### src/rtl/calc_pkg.sv
// Shared constants and types for the calculator front-panel controller.
//   NUM_DIGITS         : digits in the BCD entry buffer
//   DEFAULT_LONG_TICKS : S2 hold length (clk_db cycles) that counts as a long press
//   BCD_MAX            : largest digit value accepted by a write
//   s2_state_e         : S2 press classifier states
package calc_pkg;

  localparam int unsigned NUM_DIGITS         = 8;
  localparam int unsigned DEFAULT_LONG_TICKS = 100;
  localparam logic [3:0]  BCD_MAX            = 4'd9;

  typedef enum logic [1:0] {IDLE, PRESS, HELD} s2_state_e;

  // Saturating 8-bit increment; the press counter must never wrap.
  function automatic logic [7:0] sat_inc8(input logic [7:0] v);
    return (v == 8'hFF) ? v : v + 8'd1;
  endfunction

endpackage

### src/rtl/key_ctrl_if.sv
// Front-panel bus between the debouncer/display/arithmetic side and key_ctrl.
//   master : drives the debounced buttons/switches, observes the panel state
//   slave  : key_ctrl side
interface key_ctrl_if;

  logic                               s0_in;
  logic                               s1_in;
  logic                               s2_in;
  logic                               s3_in;
  logic                               s4_in;
  logic [7:0]                         sw_in;
  logic [4*calc_pkg::NUM_DIGITS-1:0]  digits;
  logic [2:0]                         cursor;
  logic                               dp_valid;
  logic [2:0]                         dp_pos;
  logic [3:0]                         op_code;
  logic                               confirm;
  logic                               long_hold;
  logic                               err;

  modport master (
    output s0_in, s1_in, s2_in, s3_in, s4_in, sw_in,
    input  digits, cursor, dp_valid, dp_pos, op_code, confirm, long_hold, err
  );

  modport slave (
    input  s0_in, s1_in, s2_in, s3_in, s4_in, sw_in,
    output digits, cursor, dp_valid, dp_pos, op_code, confirm, long_hold, err
  );

endinterface

### src/rtl/press_timer.sv
// S2 press classifier: distinguishes a short press (decimal point) from a long
// press (confirm) by counting clk_db cycles while s2_in is high.
//   clk_db      : debounce-domain clock
//   rst         : synchronous active-high reset
//   s2_in       : debounced S2 level
//   fire        : combinational, high in the cycle whose edge enters HELD
//   short_press : combinational, high in the cycle whose edge ends a short press
//   confirm     : registered one-cycle pulse on a long press
//   long_hold   : registered, high while in HELD
module press_timer
  import calc_pkg::*;
#(
  parameter int unsigned LONG_TICKS = DEFAULT_LONG_TICKS
) (
  input  logic clk_db,
  input  logic rst,
  input  logic s2_in,
  output logic fire,
  output logic short_press,
  output logic confirm,
  output logic long_hold
);

  // Counter holds 1 after the first high sample, so reaching LONG_TICKS-1 while
  // still high means this is the LONG_TICKS-th high sample.
  localparam logic [7:0] LastCnt = 8'(LONG_TICKS - 1);

  s2_state_e  state_q, state_d;
  logic [7:0] cnt_q, cnt_d;
  logic       confirm_q, long_hold_q;

  always_comb begin
    state_d     = state_q;
    cnt_d       = cnt_q;
    fire        = 1'b0;
    short_press = 1'b0;
    case (state_q)
      IDLE: begin
        if (s2_in) begin
          state_d = PRESS;
          cnt_d   = 8'd1;
        end else begin
          cnt_d = 8'd0;
        end
      end
      PRESS: begin
        if (s2_in) begin
          cnt_d = sat_inc8(cnt_q);
          if (cnt_q == LastCnt) begin
            state_d = HELD;
            fire    = 1'b1;
          end
        end else begin
          state_d     = IDLE;
          cnt_d       = 8'd0;
          short_press = 1'b1;
        end
      end
      HELD: begin
        if (s2_in) begin
          cnt_d = sat_inc8(cnt_q);
        end else begin
          state_d = IDLE;
          cnt_d   = 8'd0;
        end
      end
      default: begin
        state_d = IDLE;
        cnt_d   = 8'd0;
      end
    endcase
  end

  always_ff @(posedge clk_db) begin
    if (rst) begin
      state_q     <= IDLE;
      cnt_q       <= 8'd0;
      confirm_q   <= 1'b0;
      long_hold_q <= 1'b0;
    end else begin
      state_q     <= state_d;
      cnt_q       <= cnt_d;
      confirm_q   <= fire;
      long_hold_q <= (state_d == HELD);
    end
  end

  assign confirm   = confirm_q;
  assign long_hold = long_hold_q;

endmodule

### src/rtl/key_ctrl.sv
// Calculator front-panel controller: 8-digit BCD entry buffer, cursor, decimal
// point and operator latch, driven by debounced buttons and switches.
//   clk_db : debounce-domain clock (100 Hz), the only clock
//   rst    : synchronous active-high reset
//   bus    : key_ctrl_if.slave - button/switch inputs and panel state outputs
// Optional build macro AUTO_ADVANCE_EN: an accepted digit write also moves the
// cursor one place right (wrap 0->7), overriding s0/s3 in that cycle.
module key_ctrl
  import calc_pkg::*;
#(
  parameter int unsigned LONG_TICKS = DEFAULT_LONG_TICKS
) (
  input  logic     clk_db,
  input  logic     rst,
  key_ctrl_if.slave bus
);

  localparam int unsigned DigW = 4 * NUM_DIGITS;

  logic [DigW-1:0] digits_q, digits_d;
  logic [2:0]      cursor_q, cursor_d;
  logic            dp_valid_q, dp_valid_d;
  logic [2:0]      dp_pos_q, dp_pos_d;
  logic [3:0]      op_code_q, op_code_d;
  logic            err_q, err_d;

  logic fire, short_press, confirm, long_hold;
  logic digit_ok;
  logic advance;

  press_timer #(
    .LONG_TICKS (LONG_TICKS)
  ) u_press_timer (
    .clk_db      (clk_db),
    .rst         (rst),
    .s2_in       (bus.s2_in),
    .fire        (fire),
    .short_press (short_press),
    .confirm     (confirm),
    .long_hold   (long_hold)
  );

  assign digit_ok = (bus.sw_in[3:0] <= BCD_MAX);

  always_comb begin
    digits_d   = digits_q;
    cursor_d   = cursor_q;
    dp_valid_d = dp_valid_q;
    dp_pos_d   = dp_pos_q;
    op_code_d  = fire ? bus.sw_in[7:4] : op_code_q;
    err_d      = 1'b0;
    advance    = 1'b0;

    if (bus.s4_in) begin
      // Clear overrides writes, cursor moves and a coincident short press.
      digits_d   = '0;
      cursor_d   = 3'd0;
      dp_valid_d = 1'b0;
      dp_pos_d   = 3'd0;
    end else begin
      if (bus.s1_in) begin
        if (digit_ok) begin
          digits_d[{cursor_q, 2'b00} +: 4] = bus.sw_in[3:0];
`ifdef AUTO_ADVANCE_EN
          advance = 1'b1;
`else
          advance = 1'b0;
`endif
        end else begin
          err_d = 1'b1;
        end
      end

      if (advance) begin
        cursor_d = cursor_q - 3'd1;
      end else if (bus.s0_in && !bus.s3_in) begin
        cursor_d = cursor_q + 3'd1;
      end else if (bus.s3_in && !bus.s0_in) begin
        cursor_d = cursor_q - 3'd1;
      end

      // Short press toggles the point at the current cursor, or moves it here.
      if (short_press) begin
        if (dp_valid_q && (dp_pos_q == cursor_q)) begin
          dp_valid_d = 1'b0;
        end else begin
          dp_valid_d = 1'b1;
          dp_pos_d   = cursor_q;
        end
      end
    end
  end

  always_ff @(posedge clk_db) begin
    if (rst) begin
      digits_q   <= '0;
      cursor_q   <= 3'd0;
      dp_valid_q <= 1'b0;
      dp_pos_q   <= 3'd0;
      op_code_q  <= 4'd0;
      err_q      <= 1'b0;
    end else begin
      digits_q   <= digits_d;
      cursor_q   <= cursor_d;
      dp_valid_q <= dp_valid_d;
      dp_pos_q   <= dp_pos_d;
      op_code_q  <= op_code_d;
      err_q      <= err_d;
    end
  end

  assign bus.digits    = digits_q;
  assign bus.cursor    = cursor_q;
  assign bus.dp_valid  = dp_valid_q;
  assign bus.dp_pos    = dp_pos_q;
  assign bus.op_code   = op_code_q;
  assign bus.confirm   = confirm;
  assign bus.long_hold = long_hold;
  assign bus.err       = err_q;

endmodule

### src/flat_wrapper.sv
// flat-port wrapper written by rule: the top's interface ports become plain ports
module key_ctrl_flat import calc_pkg::*;
#(
  parameter int unsigned LONG_TICKS = DEFAULT_LONG_TICKS
)
  (clk_db, rst, bus_s0_in, bus_s1_in, bus_s2_in, bus_s3_in, bus_s4_in, bus_sw_in, bus_digits, bus_cursor, bus_dp_valid, bus_dp_pos, bus_op_code, bus_confirm, bus_long_hold, bus_err);
  key_ctrl_if bus_i ();
  input  logic clk_db;
  input  logic rst;
  input wire logic [$bits(bus_i.s0_in)-1:0] bus_s0_in;
  input wire logic [$bits(bus_i.s1_in)-1:0] bus_s1_in;
  input wire logic [$bits(bus_i.s2_in)-1:0] bus_s2_in;
  input wire logic [$bits(bus_i.s3_in)-1:0] bus_s3_in;
  input wire logic [$bits(bus_i.s4_in)-1:0] bus_s4_in;
  input wire logic [$bits(bus_i.sw_in)-1:0] bus_sw_in;
  output wire logic [$bits(bus_i.digits)-1:0] bus_digits;
  output wire logic [$bits(bus_i.cursor)-1:0] bus_cursor;
  output wire logic [$bits(bus_i.dp_valid)-1:0] bus_dp_valid;
  output wire logic [$bits(bus_i.dp_pos)-1:0] bus_dp_pos;
  output wire logic [$bits(bus_i.op_code)-1:0] bus_op_code;
  output wire logic [$bits(bus_i.confirm)-1:0] bus_confirm;
  output wire logic [$bits(bus_i.long_hold)-1:0] bus_long_hold;
  output wire logic [$bits(bus_i.err)-1:0] bus_err;
  assign bus_i.s0_in = bus_s0_in;
  assign bus_i.s1_in = bus_s1_in;
  assign bus_i.s2_in = bus_s2_in;
  assign bus_i.s3_in = bus_s3_in;
  assign bus_i.s4_in = bus_s4_in;
  assign bus_i.sw_in = bus_sw_in;
  assign bus_digits = bus_i.digits;
  assign bus_cursor = bus_i.cursor;
  assign bus_dp_valid = bus_i.dp_valid;
  assign bus_dp_pos = bus_i.dp_pos;
  assign bus_op_code = bus_i.op_code;
  assign bus_confirm = bus_i.confirm;
  assign bus_long_hold = bus_i.long_hold;
  assign bus_err = bus_i.err;
  key_ctrl #(.LONG_TICKS(LONG_TICKS)) u_core (.clk_db(clk_db), .rst(rst), .bus(bus_i));
endmodule
### config.mk
export PLATFORM = sky130hd
export DESIGN_NAME = key_ctrl_flat
export DESIGN_NICKNAME = d
export VERILOG_FILES = /design/src/rtl/calc_pkg.sv /design/src/rtl/key_ctrl_if.sv /design/src/rtl/press_timer.sv /design/src/rtl/key_ctrl.sv /design/src/flat_wrapper.sv
export SDC_FILE = /design/constraint.sdc
export NUM_CORES = 1
export LEC_CHECK = 0
export CORE_MARGIN = 8
export CORE_UTILIZATION = 53
export DETAILED_ROUTE_END_ITERATION = 16
export GPL_TIMING_DRIVEN = 1
export PLACE_DENSITY = 0.93
export SETUP_SLACK_MARGIN = 0.4
export SYNTH_ARGS = -nofsm -noshare
export SYNTH_HDL_FRONTEND = slang
export SYNTH_HIERARCHICAL = 1
export SYNTH_SLANG_ARGS = --single-unit
### constraint.sdc
create_clock -name clk_db -period 5.3 [get_ports clk_db]
set_input_delay 1.06 -clock clk_db [delete_from_list [all_inputs] [get_ports clk_db]]
set_output_delay 1.06 -clock clk_db [all_outputs]
set_load 0.01 [all_outputs]
==> key figures <==
STA
  – Final-layout setup total negative slack: 0 ns
  – Worst-margin pin slew: 0.722 ns
  – Worst slew margin: 0.518
  – Achievable frequency: 0.353 GHz
  – Post-Route Skew: 0.00623 ns
  – Ratio of final minimum period to clock period: 0.534
  – Final setup fails: 0
  – Final Hold Viols: 0
  – Unrepaired setup endpoints after global routing: false
  – Count of pins over their slew limit: 0
  – Min Clock Period, post-route: 2.83 ns

Synthesis
  – Synth unique cells: 39
  – Flops & latches, synth: 56
  – Seq/Total Area, Yosys: 0.427
  – Mapped Area: 2630 um^2
  – Average instance area after synthesis: 9.41 um^2
  – Number of instances in the synthesized netlist: 279
  – Yosys warnings: 6
  – Mapped Nets: 307

Global route
  – Antenna violations before repair: 0
  – Final global-route overflow total: 0
  – Wire length of the first global-routing pass: 10000 um
  – Maximum number of pins on one net before global-route repair: 40
  – All-Layer GR Usage: 0.166
  – Via count of the first global-routing pass: 2195

Clock tree
  – Number of buffers inserted during clock tree synthesis: 5
  – Clock root buffer: sky130_fd_sc_hd__clkbuf_8
  – Number of buffers between clock root and the deepest sink: 2
  – Post-cts repair resize count: 0
  – Clk_lat worst skew: 0.30 ns
  – Maximum level of the CTS H-tree: 2
  – Clock sink total: 56
  – Hold bufs inserted after CTS: 0
  – Clock tree from TritonCTS: built
  – Post-CTS clock slew at the launch and capture registers of the worst setup and hold paths: 0.09 ns
  – Buffers inserted by post-CTS timing repair: 0

Final layout
  – Ratio of cells with drive above 1 in the final layout: 0.0597
  – Layout area overhead: 27.8%
  – Diodes inserted: 0
  – Final Net Count: 362
  – Post-layout utilization of the core: 0.706

Routing
  – DRC violations left: 0
  – DR vias/cell: 5.48
  – Number of detailed-route iterations in the first pass: 5
  – Wire length per cell after detailed routing: 15.0 um
  – Total routed wirelength: 6040 um
  – Detailed-route via count: 2201
  – Number of DRC violations after detailed-routing iteration 0: 202
  – Count of antenna-violating nets left after detailed routing: 0

Die
  – Boundary Pins: 61
  – Row Count: 25
  – Overall die width: 86.4 um
  – Vertical die dimension: 86.4 um
  – Full die area: 7460 um^2
  – Floorplan Core Area: 4750 um^2
  – Initial Utilization: 0.552

Setup path
  – Critical path's top delay family: flip-flops
  – Crit path depth: 1
  – Critical Path Sink Type: output pin
  – Critical path data required time: 4.24 ns
  – Logic depth of the worst register-to-register path: 6
  – Worst-path cell with the longest stage delay: sky130_fd_sc_hd__dfxtp_1
  – Crit Path Category: reg2out
  – Top fanout value on the critical path: 19
  – Data arrival time of the critical path: 1.77 ns
  – Peak per-stage delay on the critical path: 0.80 ns
  – Sequence of cells on the critical path: clkdlybuf4s50_1
  – Critical path buffers and inverters: 1
  – Sort of element at the start of the critical path: flop

Power and ir drop
  – Total leakage power: 0.00140 uW
  – Power per cell area: 226 nW/um^2
  – Maximum vdd ir drop: 0.000149 V

Flow run
  – Number of maximum-capacitance constraint violations: 0

Worst hold path
  – Classification of the worst-slack hold path: reg2reg
  – WHS Path Cells: 2

Placement
  – Port bufs: 60
  – Routability congestion estimate: 0.873
  – Placed wire-length estimate: 4560 um

Run status
  – Outcome: completed
-- layout by cell type, fill, tap and decap left out, types with 7 or more instances in the layout --
cell type                         count
sky130_fd_sc_hd__a21oi_1              7
sky130_fd_sc_hd__clkdlybuf4s50_1     60
sky130_fd_sc_hd__dfxtp_1             56
sky130_fd_sc_hd__ha_1                12
sky130_fd_sc_hd__inv_1               10
sky130_fd_sc_hd__mux2i_1             41
sky130_fd_sc_hd__nand2_1             44
sky130_fd_sc_hd__nand3_1             18
sky130_fd_sc_hd__nor2_1              17
sky130_fd_sc_hd__xor2_1               8
-- sequential cells by signal, indices dropped and copies added, names as in the netlist --
register	cells
u_core/bus.cursor	3
u_core/bus.digits	32
u_core/bus.dp_pos	3
u_core/bus.dp_valid	1
u_core/bus.err	1
u_core/bus.op_code	4
u_core/u_press_timer/cnt_q	8
u_core/u_press_timer/confirm	1
u_core/u_press_timer/long_hold	1
u_core/u_press_timer/state_q	2
-- metrics by stage --
step	std cells	setup WS (ns)	cell area (um^2)	power (uW)	hold slack [ns]
6_report	402	2.47	3360	757	0.459
3_5_place_dp	394	2.44	3270	534	0.451
4_1_cts	402	2.45	3360	764	0.463
3_3_place_gp	394	2.55	3270	531	0.444
5_1_grt	402	2.38	3360	793	0.478
2_1_floorplan	279	3.00	2630	502	0.473
-- routing by layer --
metal / global-route usage / part of all wire / up-vias
met4: 0.0704 / 0.023 / 0
met2: 0.274 / 0.48 / 91
li1: - / - / 1075
met5: 0 / 0 / -
met3: 0.0416 / 0.071 / 11
met1: 0.199 / 0.43 / 1024
-- cell type report --
| cell class | count | area [um^2] |
|---|---|---|
| fill | 378 | 1400 |
| timing repair buffer | 61 | 608 |
| inverter | 10 | 37.5 |
| sequential | 56 | 1120 |
| tap | 67 | 83.8 |
| clock buffer | 8 | 90.1 |
| multi-input combinational | 200 | 1420 |
-- logic make-up after synthesis --
kind of cell	after synthesis	synth area share
flip-flops	56	0.427
multiplexers	41	0.156
XOR/XNOR	8	0.0267
buffers and inverters	23	0.0353
adder cells (fa/ha/maj)	14	0.0686
AND/OR/NAND/NOR	115	0.229
AO/OA/AOI/OAI	22	0.0572
-- synth_stat cells, drive strengths merged --
| master | count | share of area |
|---|---|---|
| nand2 | 44 | 0.063 |
| mux2i | 41 | 0.16 |
| clkbuf | 11 | 0.016 |
| nand3 | 18 | 0.034 |
| o31a | 1 | 0.0033 |
| and2 | 5 | 0.012 |
| o21a | 2 | 0.0057 |
| nor3b | 1 | 0.0029 |
| nor2 | 18 | 0.026 |
| nand4bb | 1 | 0.0043 |
| buf | 2 | 0.0048 |
| nand4 | 6 | 0.014 |
| xor2 | 8 | 0.027 |
| a21oi | 7 | 0.013 |
| o31ai | 1 | 0.0081 |
| nor4 | 2 | 0.0048 |
| nor2b | 3 | 0.0071 |
| maj3 | 1 | 0.0038 |
| dfxtp | 56 | 0.43 |
| and4b | 1 | 0.0038 |
| or4 | 1 | 0.0043 |
| fa | 1 | 0.0076 |
| nand4b | 3 | 0.020 |
| o21ai | 7 | 0.015 |
| inv | 10 | 0.014 |
| or2 | 2 | 0.0048 |
| a31oi | 2 | 0.0048 |
| or3 | 2 | 0.0067 |
| nor3 | 7 | 0.015 |
| nor4b | 1 | 0.0057 |
| a31o | 1 | 0.0033 |
| ha | 12 | 0.057 |
| o211a | 1 | 0.0038 |
-- worst reg2reg max path, stage by stage, from the launching register on --
cell                      delay [ns]
sky130_fd_sc_hd__dfxtp_1        0.80
sky130_fd_sc_hd__inv_1          0.27
sky130_fd_sc_hd__ha_1           0.30
sky130_fd_sc_hd__ha_1           0.23
sky130_fd_sc_hd__nor4b_2        0.57
sky130_fd_sc_hd__nand3_1        0.21
sky130_fd_sc_hd__mux2i_1        0.20
-- where the power goes --
part / switching, uW / internal, uW / total (uW) / leakage [uW]
Clock: 125 / 107 / 232 / 0.0000455
Sequential: 8.79 / 425 / 433 / 0.000452
Combinational: 48.8 / 43.1 / 92.0 / 0.000905
-- path summary, 6_finish.rpt --
path,startpoint,end,slack [ns]
hold / removal,u_core/bus.digits[3],u_core/bus.digits[3],0.46
hold reg to reg,u_core/bus.digits[3],u_core/bus.digits[3],0.46
setup reg to reg,u_core/bus.cursor[0],u_core/bus.digits[22],2.65
setup / recovery,u_core/bus.cursor[0],bus_cursor[0],2.47
No activity file was read; power rests on OpenSTA's default activity.
